**src/rtl/cpu_probe_pkg.sv**
```systemverilog
// cpu_probe_pkg: shared definitions for the pipeline_cpu probe scanner.
//   KIND_*  : record kind codes carried on out_kind
//   state_t : scanner FSM states
//   phase_t : which location class is being swept
//   rec_t   : one output record {kind, addr, data}; REC_W is its width
package cpu_probe_pkg;

   localparam logic [1:0] KIND_RF  = 2'd0;
   localparam logic [1:0] KIND_MEM = 2'd1;
   localparam logic [1:0] KIND_PC  = 2'd2;

   typedef enum logic [1:0] {S_IDLE, S_WAIT, S_EMIT, S_DONE} state_t;
   typedef enum logic [1:0] {PH_RF, PH_MEM, PH_PC} phase_t;

   typedef struct packed {
      logic [1:0]  kind;
      logic [31:0] addr;
      logic [31:0] data;
   } rec_t;

   localparam int unsigned REC_W = $bits(rec_t);

endpackage

```
**src/rtl/probe_out_slot.sv**
```systemverilog
// probe_out_slot: single valid/ready holding register for scanner records.
//   i_clk, i_rst_n : clock, asynchronous active-low reset
//   i_load         : capture i_rec and raise o_valid
//   i_clear        : drop o_valid (record discarded), highest priority
//   i_ready        : downstream accepts; o_valid falls after a handshake
//   i_rec / o_rec  : record in / held record out
//   o_valid        : record valid
module probe_out_slot
   import cpu_probe_pkg::*;
(
   input  logic             i_clk,
   input  logic             i_rst_n,
   input  logic             i_load,
   input  logic             i_clear,
   input  logic             i_ready,
   input  logic [REC_W-1:0] i_rec,
   output logic             o_valid,
   output logic [REC_W-1:0] o_rec
);

   logic             r_valid;
   logic [REC_W-1:0] r_rec;

   // Load wins over a same-cycle handshake so back-to-back records never bubble.
   always_ff @(posedge i_clk or negedge i_rst_n) begin
      if (!i_rst_n) begin
         r_valid <= 1'b0;
         r_rec   <= '0;
      end else if (i_clear) begin
         r_valid <= 1'b0;
      end else if (i_load) begin
         r_valid <= 1'b1;
         r_rec   <= i_rec;
      end else if (r_valid && i_ready) begin
         r_valid <= 1'b0;
      end
   end

   assign o_valid = r_valid;
   assign o_rec   = r_rec;

endmodule

```
**src/rtl/cpu_probe_scanner.sv**
```systemverilog
// cpu_probe_scanner: sweeps pipeline_cpu's 32 GPRs, then a MEM_WORDS-word data
// memory window, through the probe ports and streams one record per location.
//   clk, resetn           : clock, asynchronous active-low reset
//   start / abort         : begin scan (IDLE only) / cancel scan (non-IDLE only)
//   busy / done           : scan in progress / one-cycle completion pulse
//   rf_addr, rf_data      : register-file probe address out, data in
//   mem_addr, mem_data    : data-memory probe byte address out, data in
//   IF_pc..WB_pc          : stage PCs, snapshotted on start with PROBE_PC_SNAP_EN
//   out_valid/out_ready   : record stream handshake
//   out_kind/addr/data    : record fields
// Optional feature macro: PROBE_PC_SNAP_EN (appends 5 stage-PC records).
module cpu_probe_scanner
   import cpu_probe_pkg::*;
#(
   parameter logic [31:0] MEM_BASE  = 32'h0000_0000,
   parameter int unsigned MEM_WORDS = 16,
   parameter int unsigned READ_LAT  = 1
) (
   input  logic        clk,
   input  logic        resetn,
   input  logic        start,
   input  logic        abort,
   output logic        busy,
   output logic        done,
   output logic [4:0]  rf_addr,
   input  logic [31:0] rf_data,
   output logic [31:0] mem_addr,
   input  logic [31:0] mem_data,
   input  logic [31:0] IF_pc,
   input  logic [31:0] ID_pc,
   input  logic [31:0] EXE_pc,
   input  logic [31:0] MEM_pc,
   input  logic [31:0] WB_pc,
   output logic        out_valid,
   input  logic        out_ready,
   output logic [1:0]  out_kind,
   output logic [31:0] out_addr,
   output logic [31:0] out_data
);

   localparam logic [7:0] LAST_MEM = 8'(MEM_WORDS - 1);
   localparam logic [1:0] WAIT_END = 2'(READ_LAT);

   state_t      r_state, w_state_nx;
   phase_t      r_phase, w_phase_nx;
   logic [7:0]  r_idx, w_idx_nx;
   logic [1:0]  r_wait, w_wait_nx;
   logic [4:0]  r_rf_addr, w_rf_addr_nx;
   logic [31:0] r_mem_addr, w_mem_addr_nx;
   logic        r_busy, w_busy_nx;
   logic        r_done, w_done_nx;
   logic        w_load, w_clear, w_hs, w_slot_valid;
   rec_t        w_rec, w_slot_rec;

`ifdef PROBE_PC_SNAP_EN
   logic [31:0] r_pc [5];
   logic [31:0] w_pc_next;

   always_ff @(posedge clk or negedge resetn) begin
      if (!resetn) begin
         for (int unsigned i = 0; i < 5; i++) r_pc[i] <= '0;
      end else if (r_state == S_IDLE && start) begin
         r_pc[0] <= IF_pc;
         r_pc[1] <= ID_pc;
         r_pc[2] <= EXE_pc;
         r_pc[3] <= MEM_pc;
         r_pc[4] <= WB_pc;
      end
   end

   // PC record following the one currently indexed by r_idx.
   always_comb begin
      case (r_idx[2:0])
         3'd0:    w_pc_next = r_pc[1];
         3'd1:    w_pc_next = r_pc[2];
         3'd2:    w_pc_next = r_pc[3];
         default: w_pc_next = r_pc[4];
      endcase
   end
`else
   logic w_unused_pc;
   assign w_unused_pc = ^{IF_pc, ID_pc, EXE_pc, MEM_pc, WB_pc};
`endif

   assign w_hs = w_slot_valid && out_ready;

   always_comb begin
      w_state_nx    = r_state;
      w_phase_nx    = r_phase;
      w_idx_nx      = r_idx;
      w_wait_nx     = r_wait;
      w_rf_addr_nx  = r_rf_addr;
      w_mem_addr_nx = r_mem_addr;
      w_busy_nx     = r_busy;
      w_done_nx     = 1'b0;
      w_load        = 1'b0;
      w_clear       = 1'b0;
      w_rec         = '0;

      case (r_state)
         S_IDLE: begin
            if (start) begin
               w_state_nx   = S_WAIT;
               w_phase_nx   = PH_RF;
               w_idx_nx     = '0;
               w_wait_nx    = '0;
               w_rf_addr_nx = '0;
               w_busy_nx    = 1'b1;
            end
         end
         S_WAIT: begin
            if (r_wait == WAIT_END) begin
               w_load     = 1'b1;
               w_state_nx = S_EMIT;
               if (r_phase == PH_RF) begin
                  w_rec.kind = KIND_RF;
                  w_rec.addr = 32'(r_rf_addr);
                  w_rec.data = rf_data;
               end else begin
                  w_rec.kind = KIND_MEM;
                  w_rec.addr = r_mem_addr;
                  w_rec.data = mem_data;
               end
            end else begin
               w_wait_nx = r_wait + 2'd1;
            end
         end
         S_EMIT: begin
            if (w_hs) begin
               w_state_nx = S_WAIT;
               w_wait_nx  = '0;
               case (r_phase)
                  PH_RF: begin
                     if (r_idx == 8'd31) begin
                        w_phase_nx    = PH_MEM;
                        w_idx_nx      = '0;
                        w_mem_addr_nx = MEM_BASE;
                     end else begin
                        w_idx_nx     = r_idx + 8'd1;
                        w_rf_addr_nx = r_rf_addr + 5'd1;
                     end
                  end
                  PH_MEM: begin
                     if (r_idx == LAST_MEM) begin
`ifdef PROBE_PC_SNAP_EN
                        // PC records come from local registers, so load straight into EMIT.
                        w_phase_nx = PH_PC;
                        w_idx_nx   = '0;
                        w_state_nx = S_EMIT;
                        w_load     = 1'b1;
                        w_rec.kind = KIND_PC;
                        w_rec.addr = '0;
                        w_rec.data = r_pc[0];
`else
                        w_state_nx = S_DONE;
                        w_busy_nx  = 1'b0;
                        w_done_nx  = 1'b1;
`endif
                     end else begin
                        w_idx_nx      = r_idx + 8'd1;
                        w_mem_addr_nx = r_mem_addr + 32'd4;
                     end
                  end
`ifdef PROBE_PC_SNAP_EN
                  PH_PC: begin
                     if (r_idx == 8'd4) begin
                        w_state_nx = S_DONE;
                        w_busy_nx  = 1'b0;
                        w_done_nx  = 1'b1;
                     end else begin
                        w_idx_nx   = r_idx + 8'd1;
                        w_state_nx = S_EMIT;
                        w_load     = 1'b1;
                        w_rec.kind = KIND_PC;
                        w_rec.addr = 32'(r_idx + 8'd1);
                        w_rec.data = w_pc_next;
                     end
                  end
`endif
                  default: ;
               endcase
            end
         end
         S_DONE: w_state_nx = S_IDLE;
         default: w_state_nx = S_IDLE;
      endcase

      // Abort overrides everything, including a same-cycle handshake; probe addresses hold.
      if (r_state != S_IDLE && abort) begin
         w_state_nx    = S_IDLE;
         w_clear       = 1'b1;
         w_load        = 1'b0;
         w_busy_nx     = 1'b0;
         w_done_nx     = 1'b0;
         w_rf_addr_nx  = r_rf_addr;
         w_mem_addr_nx = r_mem_addr;
      end
   end

   always_ff @(posedge clk or negedge resetn) begin
      if (!resetn) begin
         r_state    <= S_IDLE;
         r_phase    <= PH_RF;
         r_idx      <= '0;
         r_wait     <= '0;
         r_rf_addr  <= '0;
         r_mem_addr <= MEM_BASE;
         r_busy     <= 1'b0;
         r_done     <= 1'b0;
      end else begin
         r_state    <= w_state_nx;
         r_phase    <= w_phase_nx;
         r_idx      <= w_idx_nx;
         r_wait     <= w_wait_nx;
         r_rf_addr  <= w_rf_addr_nx;
         r_mem_addr <= w_mem_addr_nx;
         r_busy     <= w_busy_nx;
         r_done     <= w_done_nx;
      end
   end

   probe_out_slot u_slot (
      .i_clk   (clk),
      .i_rst_n (resetn),
      .i_load  (w_load),
      .i_clear (w_clear),
      .i_ready (out_ready),
      .i_rec   (w_rec),
      .o_valid (w_slot_valid),
      .o_rec   (w_slot_rec)
   );

   assign busy      = r_busy;
   assign done      = r_done;
   assign rf_addr   = r_rf_addr;
   assign mem_addr  = r_mem_addr;
   assign out_valid = w_slot_valid;
   assign out_kind  = w_slot_rec.kind;
   assign out_addr  = w_slot_rec.addr;
   assign out_data  = w_slot_rec.data;

endmodule
```
**config.mk**
```make
export PLATFORM = sky130hd
export DESIGN_NAME = cpu_probe_scanner
export DESIGN_NICKNAME = d
export VERILOG_FILES = /design/src/rtl/cpu_probe_pkg.sv /design/src/rtl/probe_out_slot.sv /design/src/rtl/cpu_probe_scanner.sv
export SDC_FILE = /design/constraint.sdc
export NUM_CORES = 1
export LEC_CHECK = 0
export BUFFER_PORTS_ARGS = -buffer_cell sky130_fd_sc_hd__buf_4
export CORE_ASPECT_RATIO = 0.5
export CORE_MARGIN = 2
export CORE_UTILIZATION = 40
export DETAILED_ROUTE_END_ITERATION = 10
export PLACE_DENSITY = 0.78
export RECOVER_POWER = 100
export SYNTH_ARGS = -nofsm -noshare
export SYNTH_HDL_FRONTEND = slang
export SYNTH_SLANG_ARGS = --single-unit
```
**constraint.sdc**
```tcl
create_clock -name clk -period 1.98 [get_ports clk]
set_clock_uncertainty 0.2 [all_clocks]
set_input_delay 0.297 -clock clk [delete_from_list [all_inputs] [get_ports clk]]
set_output_delay 0.297 -clock clk [all_outputs]
set_load 0.02 [all_outputs]
```
==> results_dict.tcl, run 1 <==
set metrics [dict create \
    min_period_ns 2.16 \
    top_level_ports 335 \
    fillers 1048 \
    synth_cells 588 \
    antenna_found_initial 2 \
    cts_buffers 17 \
    clk-insertion-delay-late_ns 0.41 \
    path_clk_slew_ns 0.06 \
    rows 30 \
    cp.required_ns 2.07 \
    cts_sinks 116 \
    place_ws_ns -0.258 \
    synth_top_area_cell "dfrtp_1" \
    worst_pin_slew_ns 0.723 \
    dieArea_sq_mm 0.0152 \
    crit_family "buffers and inverters" \
    top_layer "met4" \
    core-area_sq_mm 0.0137 \
    finalNetCount 1107 \
    grt_usage_pct 25.4 \
    dp.cells 978 \
    failed_checks "DRC, hold timing, setup timing" \
    wl_per_cell_um 19.2 \
    htree_levels 4 \
    critPathKind "register to register" \
    cts.path.max_buffers 2 \
    synth_warnings 0 \
    start_kind "register" \
    ir_drop_uv 606 \
    path_common_cell "buf_4" \
    ys_seq_elements 116 \
    max_stage_delay_ns 0.41 \
    max_freq_mhz 464 \
    maxSlewHeadroom_pct 51.8 \
    slew_violations 0 \
    wl_met2_um 10200 \
    synth_area_sq_mm 0.00568 \
    final_common_cell "buf_4" \
    wl_um 20700 \
    synth.avg_cell_area_sq_um 9.65 \
    synth_edf_count 0 \
    status "complete, but fails checks" \
    ant_nets 0 \
    finalSetupTns_ns -1.91 \
    cts-root-buf "clkbuf_16" \
    p_leak_nw 4.12 \
    grt-ovfl-total 0 \
    placed_area_sq_mm 0.00767 \
    grt_pass1_vias 5659 \
    synthDistinctLibCells 51 \
    port_buffers 171 \
    slowest_stage "dfrtp_1" \
    grt_max_degree 49 \
    ys.flop_type "dfrtp_1" \
    final_area_sq_mm 0.00903 \
    maxCapViolations 0 \
    gp_congestion 0.847 \
    ys_async_sr_fraction_pct 100 \
    finalNonFillerCells 1081 \
    chipWidth_um 172 \
    drtPass1Iterations 8 \
    layout-drive-gt1-share_pct 29.7 \
    mostFrequentLayoutCells "156 x buf_4, 116 x nand2_1, 109 x dfrtp_1, 84 x clkbuf_1, 46 x dlygate4sd3_1" \
    start_util_pct 41.4 \
    grt_pass1_wl_um 29500 \
    power_mw 8.32 \
    wl_met3_um 1380 \
    cp_max_fo 7 \
    cp_cell_sequence "buf_4 -> nor3_2 -> buf_4 -> nand3_4 -> buf_12 -> a2111oi_4 -> xnor2_1 -> nor2_1" \
    finalSetupViolations 31 \
    dp_hpwl_um 12800 \
    vias 5765 \
    syn2layout_area_growth_pct 59.1 \
    fin_util_pct 65.9 \
    rsz0062_at_grt "yes" \
    post-route-period-util_pct 109 \
    multiInputGateArea_sq_mm 0.00292 \
    hold_class "input pin to register" \
    setup_ws_ns -0.176 \
    synth_top_area_share_pct 51.1 \
    worstPathArrival_ns 2.24 \
    die_h_um 88.2 \
    synth_area_leaders "dfrtp_1 51%, nand2_1 7.9%, mux2i_1 6.2%" \
    hold_viol_final 1 \
    hold_slack_ns -0.00128 \
    seq_area_frac_synth_pct 51.1 \
    register_area_sq_mm 0.00291 \
    cp_num_buf_inv 3 \
    met1_length_um 8440 \
    viasPerCell 5.33 \
    worstSetupEndpointType "register" \
    cts_tree "built" \
    p_per_area_mw_per_mm2 921 \
    drc_errors 1 \
    first_iter_violations 368 \
]
## layer usage
layer  GRT usage [%]  vias up
met1            30.7     2828
met5               0        -
met3            4.38       57
met4            11.3        0
met2            45.4      275
li1                -     2605
## power breakdown
| group | internal [mW] | total, mW | switching, mW |
|---|---|---|---|
| Clock | 2.29 | 3.39 | 1.10 |
| Combinational | 0.734 | 2.00 | 1.26 |
| Sequential | 2.72 | 2.93 | 0.207 |
## Yosys cell counts (all sizes together) (3+ instances only)
cell and instances:
nor4 9, o21ai 51, dfrtp 116, xnor2 27, nor2 43, nor2b 5, nand4 9, a2111oi 8
clkbuf 23, buf 19, a21oi 8, and4 5, mux2i 35, nor3b 3, nand2b 3, nand3 46
and3 8, nand2 119, nand3b 4, inv 3, and2 3, o31ai 5, a211oi 4, nor3 8
ha 4, xor2 3
## flip-flops by register name (all words and copies together), names as in the netlist
| name | flops |
|---|---|
| r_wait | 2 |
| r_state | 2 |
| r_phase | 1 |
| mem_addr | 30 |
| u_slot.o_rec | 65 |
| rf_addr | 5 |
| r_idx | 8 |
| done | 1 |
| u_slot.o_valid | 1 |
| busy | 1 |
## worst register-to-register path: cells and delay by family (launching register included)
kind	cells	cell delay (ns)
XOR/XNOR	1	0.20
buffers and inverters	3	0.51
flip-flops	1	0.41
AND/OR/NAND/NOR	3	0.29
AO/OA/AOI/OAI	1	0.42
## cell families after synthesis
group,Yosys count,share of synthesized area (%)
muxes,35,6.17
DFF,116,51.1
and+or+nand+nor,271,23.3
xor gates and xnor gates,30,4.63
adders and majority gates,4,0.882
AOI/OAI and AO/OA,86,10.3
buffers and inverters,45,3.51
other,1,0.0661
## layout make-up
class / count / area share, %
clock inverter: 10 / 1.97
multi-input combinational: 429 / 32.3
antenna: 2 / 0.0554
sequential: 116 / 32.3
inverter: 3 / 0.125
tap: 192 / 2.66
timing repair buffer: 307 / 25.4
clock buffer: 22 / 5.14
## repair_timing
action / CTS / global route
endpoints found under the setup margin: 41 / 43
setup buffers: 9 / 13
resized for setup: 34 / 27
pin swaps: 15 / 30
hold buffers: 46 / 0
cloned: 1 / 2
endpoints found under the hold margin: 103 / 0
## final timing paths
| kind | slack (ns) | startpoint | cells past startpoint | to |
|---|---|---|---|---|
| worst max-delay path | -0.18 | r_idx[7] | 8 | mem_addr[19] |
| worst min-delay path | -0.001 | mem_data[29] | 3 | u_slot.o_rec[29] |
| worst max register to register | -0.18 | r_idx[7] | 8 | mem_addr[19] |
| worst min register to register | 0.26 | u_slot.o_rec[57] | 2 | u_slot.o_rec[57] |
| max in group asynchronous | 0.31 | resetn | 4 | u_slot.o_rec[62] |
| min in group asynchronous | 0.12 | resetn | 2 | u_slot.o_rec[33] |
No activity file was read; power rests on OpenSTA's default activity.
==> run 2, diff against run 1 <==
--- a/config.mk
+++ b/config.mk
@@ -6,11 +6,11 @@
 export NUM_CORES = 1
 export LEC_CHECK = 0
 export BUFFER_PORTS_ARGS = -buffer_cell sky130_fd_sc_hd__buf_4
-export CORE_ASPECT_RATIO = 0.5
-export CORE_MARGIN = 2
-export CORE_UTILIZATION = 40
+export CORE_AREA = 2 2 131 133
+export CTS_CLUSTER_DIAMETER = 200
 export DETAILED_ROUTE_END_ITERATION = 10
-export PLACE_DENSITY = 0.78
+export DIE_AREA = 0 0 133 135
+export PLACE_DENSITY = 0.67
 export RECOVER_POWER = 100
 export SYNTH_ARGS = -nofsm -noshare
 export SYNTH_HDL_FRONTEND = slang
==> constraint.sdc (replaced) <==
create_clock -name clk -period 2.76 [get_ports clk]
set_clock_uncertainty 0.2 [all_clocks]
set_input_delay 0.414 -clock clk [delete_from_list [all_inputs] [get_ports clk]]
set_output_delay 0.414 -clock clk [all_outputs]
set_load 0.02 [all_outputs]
==> results_dict.tcl, run 2 (synthesized netlist as in run 1, its figures left out) <==
set metrics [dict create \
    final_area_sq_mm 0.00736 \
    power.switching_mw 1.70 \
    cp_max_fo 54 \
    wl_um 17500 \
    layout-drive-gt1-share_pct 15.9 \
    grt_pass1_vias 4627 \
    grt-ovfl-total 0 \
    cp.required_ns 2.84 \
    dp_hpwl_um 13000 \
    p_leak_nw 3.26 \
    cp_num_buf_inv 1 \
    mostFrequentLayoutCells "119 x nand2_1, 115 x dfrtp_1, 112 x clkbuf_1, 71 x buf_4, 49 x o21ai_0" \
    first_iter_violations 294 \
    comb_power_share_pct 21.1 \
    clk-insertion-delay-late_ns 0.42 \
    dp.cells 952 \
    cts_buffers 17 \
    start_kind "register" \
    drc_errors 0 \
    chipWidth_um 133 \
    grt_pass1_wl_um 26900 \
    finalNetCount 985 \
    core-area_sq_mm 0.0164 \
    grt_max_degree 80 \
    cp_cell_sequence "buf_2 -> mux2i_1 -> o21ai_0" \
    rsz0062_at_grt "no" \
    cts_tree "built" \
    gp_congestion 0.876 \
    die_h_um 135 \
    slew_violations 0 \
    swShare_pct 31.4 \
    port_buffers 171 \
    worst_pin_slew_ns 1.41 \
    max_freq_mhz 411 \
    critPathKind "register to register" \
    slowest_stage "buf_2" \
    top_level_ports 335 \
    antenna_found_initial 21 \
    cts_sinks 116 \
    max_stage_delay_ns 1.10 \
    post-route-period-util_pct 88.2 \
    start_util_pct 34.6 \
    maxCapViolations 0 \
    vias 4976 \
    cts.path.max_buffers 2 \
    drtPass1Iterations 5 \
    hold_class "input pin to register" \
    syn2layout_area_growth_pct 29.7 \
    place_ws_ns 0.208 \
    clkPwrFrac_pct 40.0 \
    final_common_cell "nand2_1" \
    finalSetupViolations 0 \
    p_per_area_mw_per_mm2 734 \
    ant_nets 0 \
    finalNonFillerCells 997 \
    largest_reg_flops 65 \
    placed_area_sq_mm 0.00718 \
    ir_drop_uv 433 \
    hold_viol_final 0 \
    setup_ws_ns 0.327 \
    status "finished, final reports clean" \
    crit_family "buffers and inverters" \
    finalSetupTns_ns 0 \
    power.share.sequential_pct 38.8 \
    min_period_ns 2.43 \
    fillers 1704 \
    rows 47 \
    worstSetupEndpointType "register" \
    viasPerCell 4.99 \
    htree_levels 4 \
    p_int_mw 3.70 \
    worstPathArrival_ns 2.51 \
    grt_usage_pct 20.0 \
    maxSlewHeadroom_pct 5.83 \
    power_mw 5.40 \
    dieArea_sq_mm 0.0180 \
    fin_util_pct 44.9 \
    hold_slack_ns 0.0807 \
    wl_per_cell_um 17.5 \
    cts-root-buf "clkbuf_16" \
    path_clk_slew_ns 0.05 \
]
## run 2: changes by cell type in the layout (fill, tap and decap cells not counted), sizes merged
cell / change
clkinv: +1
bufinv: -3
buf: -102
clkbuf: +27
dlygate4sd3: -45
diode: +10
## run 2: cell type report
| type | count | area [sq um] | area share [%] |
|---|---|---|---|
| antenna | 12 | 30.0 | 0.408 |
| clock buffer | 24 | 482 | 6.55 |
| clock inverter | 8 | 100 | 1.36 |
| inverter | 3 | 11.3 | 0.153 |
| multi-input combinational | 429 | 2560 | 34.8 |
| sequential | 116 | 2910 | 39.5 |
| tap | 220 | 275 | 3.74 |
| timing repair buffer | 185 | 991 | 13.5 |
## run 2: timing repair
item,CTS,global route
resized for setup,0,1
buffers inserted,0,0
setup endpoints to repair,0,11
hold buffers,1,0
endpoints found under the hold margin,116,0
## run 2: worst paths after layout
kind | from | depth (start not counted) | endpoint | slack (ns)
worst max-delay path | r_phase[0] | 3 | u_slot.o_rec[8] | 0.33
worst min-delay path | abort | 2 | u_slot.o_valid | 0.08
worst max register to register | r_phase[0] | 3 | u_slot.o_rec[8] | 0.33
worst min register to register | u_slot.o_rec[41] | 2 | u_slot.o_rec[41] | 0.26
max in group asynchronous | resetn | 3 | r_phase[0] | 0.82
min in group asynchronous | resetn | 3 | u_slot.o_rec[42] | 0.60
## run 2: metal layers
layer,track usage [%],wire length (um),up-vias
li1,-,-,2388
met3,15.0,2830,36
met5,0,105,-
met4,6.33,226,18
met1,26.1,7830,2327
met2,25.3,6460,207
## run 2: power by group through the flow
stage / Combinational (mW) / Clock [mW] / Sequential, mW
floorplan: 0.477 / 0 / 2.38
global placement: 1.32 / 0 / 2.12
detailed placement: 1.35 / 0 / 2.13
CTS: 1.35 / 2.21 / 2.10
global route: 1.27 / 2.29 / 2.13
finish: 1.14 / 2.16 / 2.10
